==> src/rtl/ssp_ahb_regs.sv <==
`default_nettype none
// ============================================================================
//  Module      : ssp_ahb_regs
//  Description : AHB-Lite register block holding the SSP/CRC transfer
//                configuration. Presents the fields plus a level req to the
//                register synchroniser and holds them until its ack pulse,
//                then enforces a guard interval before the next request.
//  Revision    : 1.0 - initial release
// ============================================================================
module ssp_ahb_regs #(
    parameter int DATA_WIDTH     = 16,
    parameter int ADDR_WIDTH     = 6,
    parameter int GUARD_CYCLES   = 6,
    parameter int TIMEOUT_CYCLES = 255
) (
    input  logic                  HCLK,
    input  logic                  HRESET,
    input  logic                  HSEL,
    input  logic [7:0]            HADDR,
    input  logic [1:0]            HTRANS,
    input  logic                  HWRITE,
    input  logic                  HREADY,
    input  logic [DATA_WIDTH-1:0] HWDATA,
    output logic [DATA_WIDTH-1:0] HRDATA,
    output logic                  HREADYOUT,
    output logic                  HRESP,
    input  logic                  ack,
    output logic                  req,
    output logic [ADDR_WIDTH-1:0] DADR,
    output logic [ADDR_WIDTH-1:0] CADR,
    output logic                  DLEN,
    output logic                  DBIT,
    output logic                  irq
);

    localparam logic [2:0]  c_OFF_DADR   = 3'd0;
    localparam logic [2:0]  c_OFF_CADR   = 3'd1;
    localparam logic [2:0]  c_OFF_CFG    = 3'd2;
    localparam logic [2:0]  c_OFF_CTRL   = 3'd3;
    localparam logic [2:0]  c_OFF_STATUS = 3'd4;
    localparam logic [15:0] c_TO_LAST    = 16'(TIMEOUT_CYCLES - 1);
    localparam logic [15:0] c_GUARD_LAST = 16'(GUARD_CYCLES - 1);
    localparam logic [15:0] c_CNT_MAX    = 16'hFFFF;

    typedef enum logic [1:0] {
        S_IDLE  = 2'd0,
        S_REQ   = 2'd1,
        S_GUARD = 2'd2
    } state_t;

    // Bus data-phase registers
    logic                  r_dp_valid;
    logic [2:0]            r_dp_addr;
    logic                  r_dp_write;

    // Configuration and status
    logic [ADDR_WIDTH-1:0] r_dadr;
    logic [ADDR_WIDTH-1:0] r_cadr;
    logic                  r_dlen;
    logic                  r_dbit;
    logic                  r_ie;
    logic                  r_done;
    logic                  r_err_to;
    logic                  r_err_wb;

    // Handshake FSM
    state_t                r_state;
    logic [15:0]           r_cnt;
    logic                  r_req;

    logic                  w_busy;
    logic                  w_wr;
    logic                  w_wr_cfgregs;
    logic                  w_wr_status;
    logic                  w_start;
    logic                  w_ack_done;
    logic                  w_timeout;
    logic                  w_set_wb;
    logic [DATA_WIDTH-1:0] w_rdata;
    logic                  w_unused;

    assign w_busy       = (r_state != S_IDLE);
    assign w_wr         = r_dp_valid & r_dp_write;
    assign w_wr_cfgregs = w_wr & ((r_dp_addr == c_OFF_DADR) |
                                  (r_dp_addr == c_OFF_CADR) |
                                  (r_dp_addr == c_OFF_CFG));
    assign w_wr_status  = w_wr & (r_dp_addr == c_OFF_STATUS);
    assign w_start      = w_wr & (r_dp_addr == c_OFF_CTRL) & HWDATA[0];
    assign w_ack_done   = (r_state == S_REQ) & ack;
    assign w_timeout    = (r_state == S_REQ) & ~ack & (r_cnt == c_TO_LAST);
    assign w_set_wb     = w_busy & (w_wr_cfgregs | w_start);

    // Only HADDR[4:2], HTRANS[1] and low HWDATA bits carry meaning here
    assign w_unused     = ^{HWDATA, HADDR[7:5], HADDR[1:0], HTRANS[0]};

    // Register the address phase so the access completes in the next cycle
    always_ff @(posedge HCLK) begin
        if (HRESET) begin
            r_dp_valid <= 1'b0;
            r_dp_addr  <= 3'd0;
            r_dp_write <= 1'b0;
        end else begin
            r_dp_valid <= HSEL & HTRANS[1] & HREADY;
            r_dp_addr  <= HADDR[4:2];
            r_dp_write <= HWRITE;
        end
    end

    // Configuration fields are frozen while a request is in flight
    always_ff @(posedge HCLK) begin
        if (HRESET) begin
            r_dadr <= '0;
            r_cadr <= '0;
            r_dlen <= 1'b0;
            r_dbit <= 1'b0;
            r_ie   <= 1'b0;
        end else if (w_wr && !w_busy) begin
            if (r_dp_addr == c_OFF_DADR) r_dadr <= HWDATA[ADDR_WIDTH-1:0];
            if (r_dp_addr == c_OFF_CADR) r_cadr <= HWDATA[ADDR_WIDTH-1:0];
            if (r_dp_addr == c_OFF_CFG) begin
                r_dlen <= HWDATA[0];
                r_dbit <= HWDATA[1];
                r_ie   <= HWDATA[2];
            end
        end
    end

    // Sticky status: write-1 clears, a same-cycle hardware set takes priority
    always_ff @(posedge HCLK) begin
        if (HRESET) begin
            r_done   <= 1'b0;
            r_err_to <= 1'b0;
            r_err_wb <= 1'b0;
        end else begin
            r_done   <= w_ack_done | (r_done   & ~(w_wr_status & HWDATA[1]));
            r_err_to <= w_timeout  | (r_err_to & ~(w_wr_status & HWDATA[2]));
            r_err_wb <= w_set_wb   | (r_err_wb & ~(w_wr_status & HWDATA[3]));
        end
    end

    // Request handshake: raise req, wait for ack or timeout, then drain guard
    always_ff @(posedge HCLK) begin
        if (HRESET) begin
            r_state <= S_IDLE;
            r_cnt   <= '0;
            r_req   <= 1'b0;
        end else begin
            case (r_state)
                S_IDLE: begin
                    if (w_start) begin
                        r_state <= S_REQ;
                        r_req   <= 1'b1;
                        r_cnt   <= '0;
                    end
                end
                S_REQ: begin
                    if (ack || (r_cnt == c_TO_LAST)) begin
                        r_state <= S_GUARD;
                        r_req   <= 1'b0;
                        r_cnt   <= '0;
                    end else if (r_cnt != c_CNT_MAX) begin
                        r_cnt <= r_cnt + 16'd1;
                    end
                end
                S_GUARD: begin
                    if (r_cnt == c_GUARD_LAST) begin
                        r_state <= S_IDLE;
                        r_cnt   <= '0;
                    end else if (r_cnt != c_CNT_MAX) begin
                        r_cnt <= r_cnt + 16'd1;
                    end
                end
                default: begin
                    r_state <= S_IDLE;
                    r_req   <= 1'b0;
                    r_cnt   <= '0;
                end
            endcase
        end
    end

    // Read mux, only active during a read data phase
    always_comb begin
        w_rdata = '0;
        if (r_dp_valid && !r_dp_write) begin
            case (r_dp_addr)
                c_OFF_DADR:   w_rdata[ADDR_WIDTH-1:0] = r_dadr;
                c_OFF_CADR:   w_rdata[ADDR_WIDTH-1:0] = r_cadr;
                c_OFF_CFG:    w_rdata[2:0] = {r_ie, r_dbit, r_dlen};
                c_OFF_STATUS: w_rdata[3:0] = {r_err_wb, r_err_to, r_done, w_busy};
                default:      w_rdata = '0;
            endcase
        end
    end

    assign HRDATA    = w_rdata;
    assign HREADYOUT = 1'b1;
    assign HRESP     = 1'b0;
    assign req       = r_req;
    assign DADR      = r_dadr;
    assign CADR      = r_cadr;
    assign DLEN      = r_dlen;
    assign DBIT      = r_dbit;
    assign irq       = (r_done & r_ie) | r_err_to | r_err_wb;

endmodule
`default_nettype wire

==> config.mk <==
export PLATFORM = sky130hd
export DESIGN_NAME = ssp_ahb_regs
export DESIGN_NICKNAME = d
export VERILOG_FILES = /design/src/rtl/ssp_ahb_regs.sv
export SDC_FILE = /design/constraint.sdc
export NUM_CORES = 1
export LEC_CHECK = 0
export ABC_AREA = 1
export CORE_UTILIZATION = 51
export CTS_CLUSTER_SIZE = 25
export DETAILED_ROUTE_END_ITERATION = 8
export GPL_TIMING_DRIVEN = 1
export PLACE_DENSITY = 0.83
export SKIP_LAST_GASP = 1
export SYNTH_ARGS = -nofsm -noshare
export SYNTH_HDL_FRONTEND = slang
export SYNTH_SLANG_ARGS = --single-unit
==> constraint.sdc <==
create_clock -name HCLK -period 2.76 [get_ports HCLK]
set_input_delay 0.552 -clock HCLK [delete_from_list [all_inputs] [get_ports HCLK]]
set_output_delay 0.552 -clock HCLK [all_outputs]
set_load 0.005 [all_outputs]
[Yosys cells after proc, flatten, opt, wreduce, memory -nomap -nowiden]
Cells that the tools add are included.
Storage, ports and cells
  output and inout port bits: 34
  register bits: 42
  bits of input ports: 32
Cells by class
  equal/unequal tests: 12
  multiplexer cells: 16
  $add $sub $neg: 1
  reductions and logical operators: 13
  bitwise operators: 31
Operators by type and width (count)
  2-to-1 mux 16 bit: 4
  one-hot mux 16 bit (3 select lines): 1
  AND 1 bit: 18
  adder 16 x 1 -> 16 bit, second input constant: 1
  == test 16 x 3 -> 1 bit, second input constant: 1
  == test 16 x 8 -> 1 bit, second input constant: 1
  inequality test 16 bit, second input constant: 1
  one-hot mux 3 bit (4 select lines): 1
  OR 1 bit: 8
  == test 3 x 2 -> 1 bit, second input constant: 2
  2-to-1 mux 2 bit: 3
  2-to-1 mux 6 bit: 1
  one-hot mux 1 bit (3 select lines): 2
  one-hot mux 2 bit (3 select lines): 1
  AND reduction 2 bit: 3
  AND reduction 3 bit: 2
  inverter 1 bit: 5
  inequality test 2 bit, second input constant: 2
  one-hot mux 2 bit (2 select lines): 1
  == test 3 x 1 -> 1 bit, second input constant: 1
  == test 3 bit, second input constant: 1
  logical NOT 3 bit: 1
  == test 2 x 1 -> 1 bit, second input constant: 1
  == test 2 bit, second input constant: 1
  7 further kinds: 10

[Logic depth before layout (Yosys ltp)]
  word-level depth: 7
  depth in mapped cells: 11

[Worst setup path after synthesis]
No wires, ideal clock.
  kind: reg2out
  start point: register r_dp_addr[0]
  end point: output HRDATA[1]
  cell stages (with the launch flop): 5
  buffers on the path: 0
  path slack: 1.221 ns
  data required time: 2.208 ns
  arrival: 0.987 ns
  cell sequence: dfxtp_1 > inv_1 > nor3_2 > nand2_1 > a41oi_1
On the way
  longest elaborated chain between the ends: 3
  elaborated cells on any way between the ends: 6
  those cells by class: eq/ne: 3; mux: 2; reduce/logical: 1
RTL lines
  from (decl): line 53  | logic [2:0] r_dp_addr;
  from (signal assigned): line 104  | r_dp_addr <= HADDR[4:2];
  == test 3 bit, or another cell as far along: line 186  | case (r_dp_addr)
  one-hot mux 3 bit (4 select lines) *: line 186
  2-to-1 mux 6 bit *: line 185  | if (r_dp_valid && !r_dp_write) begin
  to (decl): line 24  | output logic [DATA_WIDTH-1:0] HRDATA,
Every way passes the cells marked *; elsewhere a longest branch is shown, timed or not.

[Worst setup path after layout]
  start point: register r_dp_addr[1]
  end point: output HRDATA[1]
Same word-level chain as after synthesis.

==> impl_results.md <==
- Outcome: finished clean
- Via count: 2311
- Critical Path RT: 2.21 ns
- Dominant cells by area after synthesis: dfxtp_1 36%, nand2_1 14%, nor2_1 9.0%, inv_1 6.9%, a21oi_1 6.2%
- Ys Warns: 0
- Least-Margin Pin Slew: 0.624 ns
- Starting Density: 0.532
- Asr flop ratio synth: 0
- Crit path launch type: register
- DR WL/cell: approximately 12 µm
- Max Freq: 0.377 GHz
- Worst setup path class: reg2out
- Synth Flop Type: dfxtp_1
- Total power draw: between 1 and 1.5 mW
- CTS Sinks: 42
- Critical path fanouts, max: 7
- CP Buf/Inv Count: 1
- Most common cell in the synthesized netlist: nand2_1
- Cell variety after synth: 28
- Die ar.: between 4000 and 5000 µm²
- Multi-input gate area: between 1000 and 1500 µm²
- Routed wire length: ~5400 µm
- CTS-repair resized insts: 0
- Number of routed nets with antenna violations: 0
- Clock latency on the worst-skew pair: approximately 0.30 ns
- Post-synth EDFFs: 0
- Global-route wire length before repair: about 9200 µm
- Slew HR: 0.583
- Setup TNS: 0 ns
- Hold-fix buffers, CTS: 0
- Worst Setup End Kind: primary output
- Max-cap violations: 0
- Overall Global Routing Usage: 0.233
- DRC errors left: 0
- Number of synthesized register bits: 42
- Yosys top cell area share: 0.360
- Fraction of layout instances using a drive strength above 1: 0.0400
- Setup WS pre-CTS: 0.497 ns
- CTS buffer count: 5
- Arrival @ worst endpoint: about 2.1 ns
- Max rail drop VDD: 0.385 mV
- Antenna cells: 0
- Core ar.: ~4400 µm²
- CTS tree: built
- Critical path's largest stage delay: approximately 0.55 ns
- Clock transition at path regs: 0.08 ns
- Site Rows: 24
- HP Start: r_err_wb
- R2r startpoint: r_cnt[0]
- Most instantiated cells after synthesis: 90 x nand2_1, 56 x nor2_1, 43 x inv_1
- IO Pins: between 60 and 70
- CTS root buf: clkbuf_8
- 1st-pass router iterations: 5
- Cell family with most CP delay: simple AND/OR/NAND/NOR gates
- Post-synth top area cell: dfxtp_1
- Period minus WS final: ~2.7 ns
- Post-CTS Setup Inserts: 0
- PwrDens: approximately 470 nW/µm²
- Setup Viol. Count Final: 0
- Number of global-route vias before repair: approximately 2100
- Synth Instances: about 360
- # fillers: around 400
- Worst setup path start: r_dp_addr[1]
- Clock skew: 0.00707 ns
- Die Wd: 69.6 µm
- Hold Path Class: reg2reg
- Vias/cell: between 5 and 6
- Total grt overflow: 0
- Iteration-0 DRC Markers: 148
- Die H: slightly below 70 µm
- DPL Wire Length: between 4000 and 5000 µm
- Slowest-stage cell, CP: clkdlybuf4s50_1
- P_leak: between 1 and 1.5 nW
- Pin count of the biggest net entering global routing: 23
- Placer congestion estimate: approximately 0.93
- RSZ-0062 raised after global routing: no
- Avg Cell Area, Syn: between 6 and 7 µm²
- Mapped cell area: 2330 µm²
- Sequential element share of the synthesized area: 0.360
- Final WS setup: between 0.1 and 0.15 ns
- Buffers on Ports: 37
- Nets@finish: 437
- Area Overhead vs Synth: 19.9%
- Period utilization: 0.962
- Final Hold Viols: 0
- Max Slew Vio Count: 0
- Register area: around 840 µm²
- Worst-path cell chain: nor3_2 -> nand2_1 -> a41oi_1 -> clkdlybuf4s50_1
- H-tree Lvls: 2
- Initial antenna violation count: 0
- Max clock buf depth: 2
## sequential cells by signal, indices dropped and copies added (netlist names)
signal and flops:
r_dp_addr 3, r_cnt 16, r_done 1, CADR 6, DBIT 1, r_state 2, r_dp_valid 1, req 1
r_ie 1, r_err_to 1, DADR 6, r_err_wb 1, DLEN 1, r_dp_write 1
## routing by layer
layer  vias up  track usage  share of wire
li1       1207            -              -
met5         -            0              0
met1      1032        0.314           0.46
met4         0       0.0844          0.016
met2        61        0.366           0.47
met3        11       0.0538          0.052
## cells in the final DEF, fill, tap and decap left out, types with 2 or more instances in the layout
cell type	n
o21ai_0	29
nand4_1	3
nor2_1	56
a221oi_1	2
nand2_1	90
clkdlybuf4s50_1	37
inv_1	43
conb_1	12
dfxtp_1	42
a21oi_1	29
ha_1	6
nor3_1	3
clkbuf_8	6
nand3_1	24
xor2_1	2
## final timing paths
| path | endpoint | slack (ns) | cells past startpoint |
|---|---|---|---|
| worst max-delay path | HRDATA[1] | 0.10 | 4 |
| worst min-delay path | r_err_wb | 0.48 | 2 |
| worst min register to register | r_err_wb | 0.48 | 2 |
| worst max register to register | r_cnt[12] | 0.86 | 9 |
## through the flow
step	util	hold WS, ns	std cells	area [µm²]
after global placement	0.615	0.453	444	2700
after global routing	0.638	0.494	452	2800
final	0.638	0.483	452	2800
after CTS	0.637	0.481	452	2790
after detailed placement	0.615	0.468	444	2700
after floorplan	-	0.444	372	2370
## where the power goes
group	internal (mW)	switching [mW]
Combinational	0.0868	0.160
Sequential	0.628	0.0177
Clock	0.201	0.215
Total	0.916	0.392
## area by class of cell
type / count / share of cell area
multi-input combinational: 268 / 0.448
sequential: 42 / 0.300
timing repair buffer: 38 / 0.135
inverter: 44 / 0.0590
clock buffer: 6 / 0.0295
tap: 52 / 0.0232
clock inverter: 2 / 0.00447
## tightest hold or removal path: cells and delay by family (launching register included)
| family | cells | cell delay [ns] |
|---|---|---|
| compound gates | 1 | 0.06 |
| flops | 1 | 0.32 |
| simple gates | 1 | 0.06 |
## cell families after synthesis
| kind of cell | after synthesis | synth area share |
|---|---|---|
| buf+inv | 62 | 0.121 |
| other cells | 2 | 0.00322 |
| simple gates | 182 | 0.323 |
| compound gates | 65 | 0.150 |
| xor+xnor | 3 | 0.0113 |
| flops | 42 | 0.360 |
| fa+ha+maj | 6 | 0.0322 |
(Power assumes the default switching activity.)
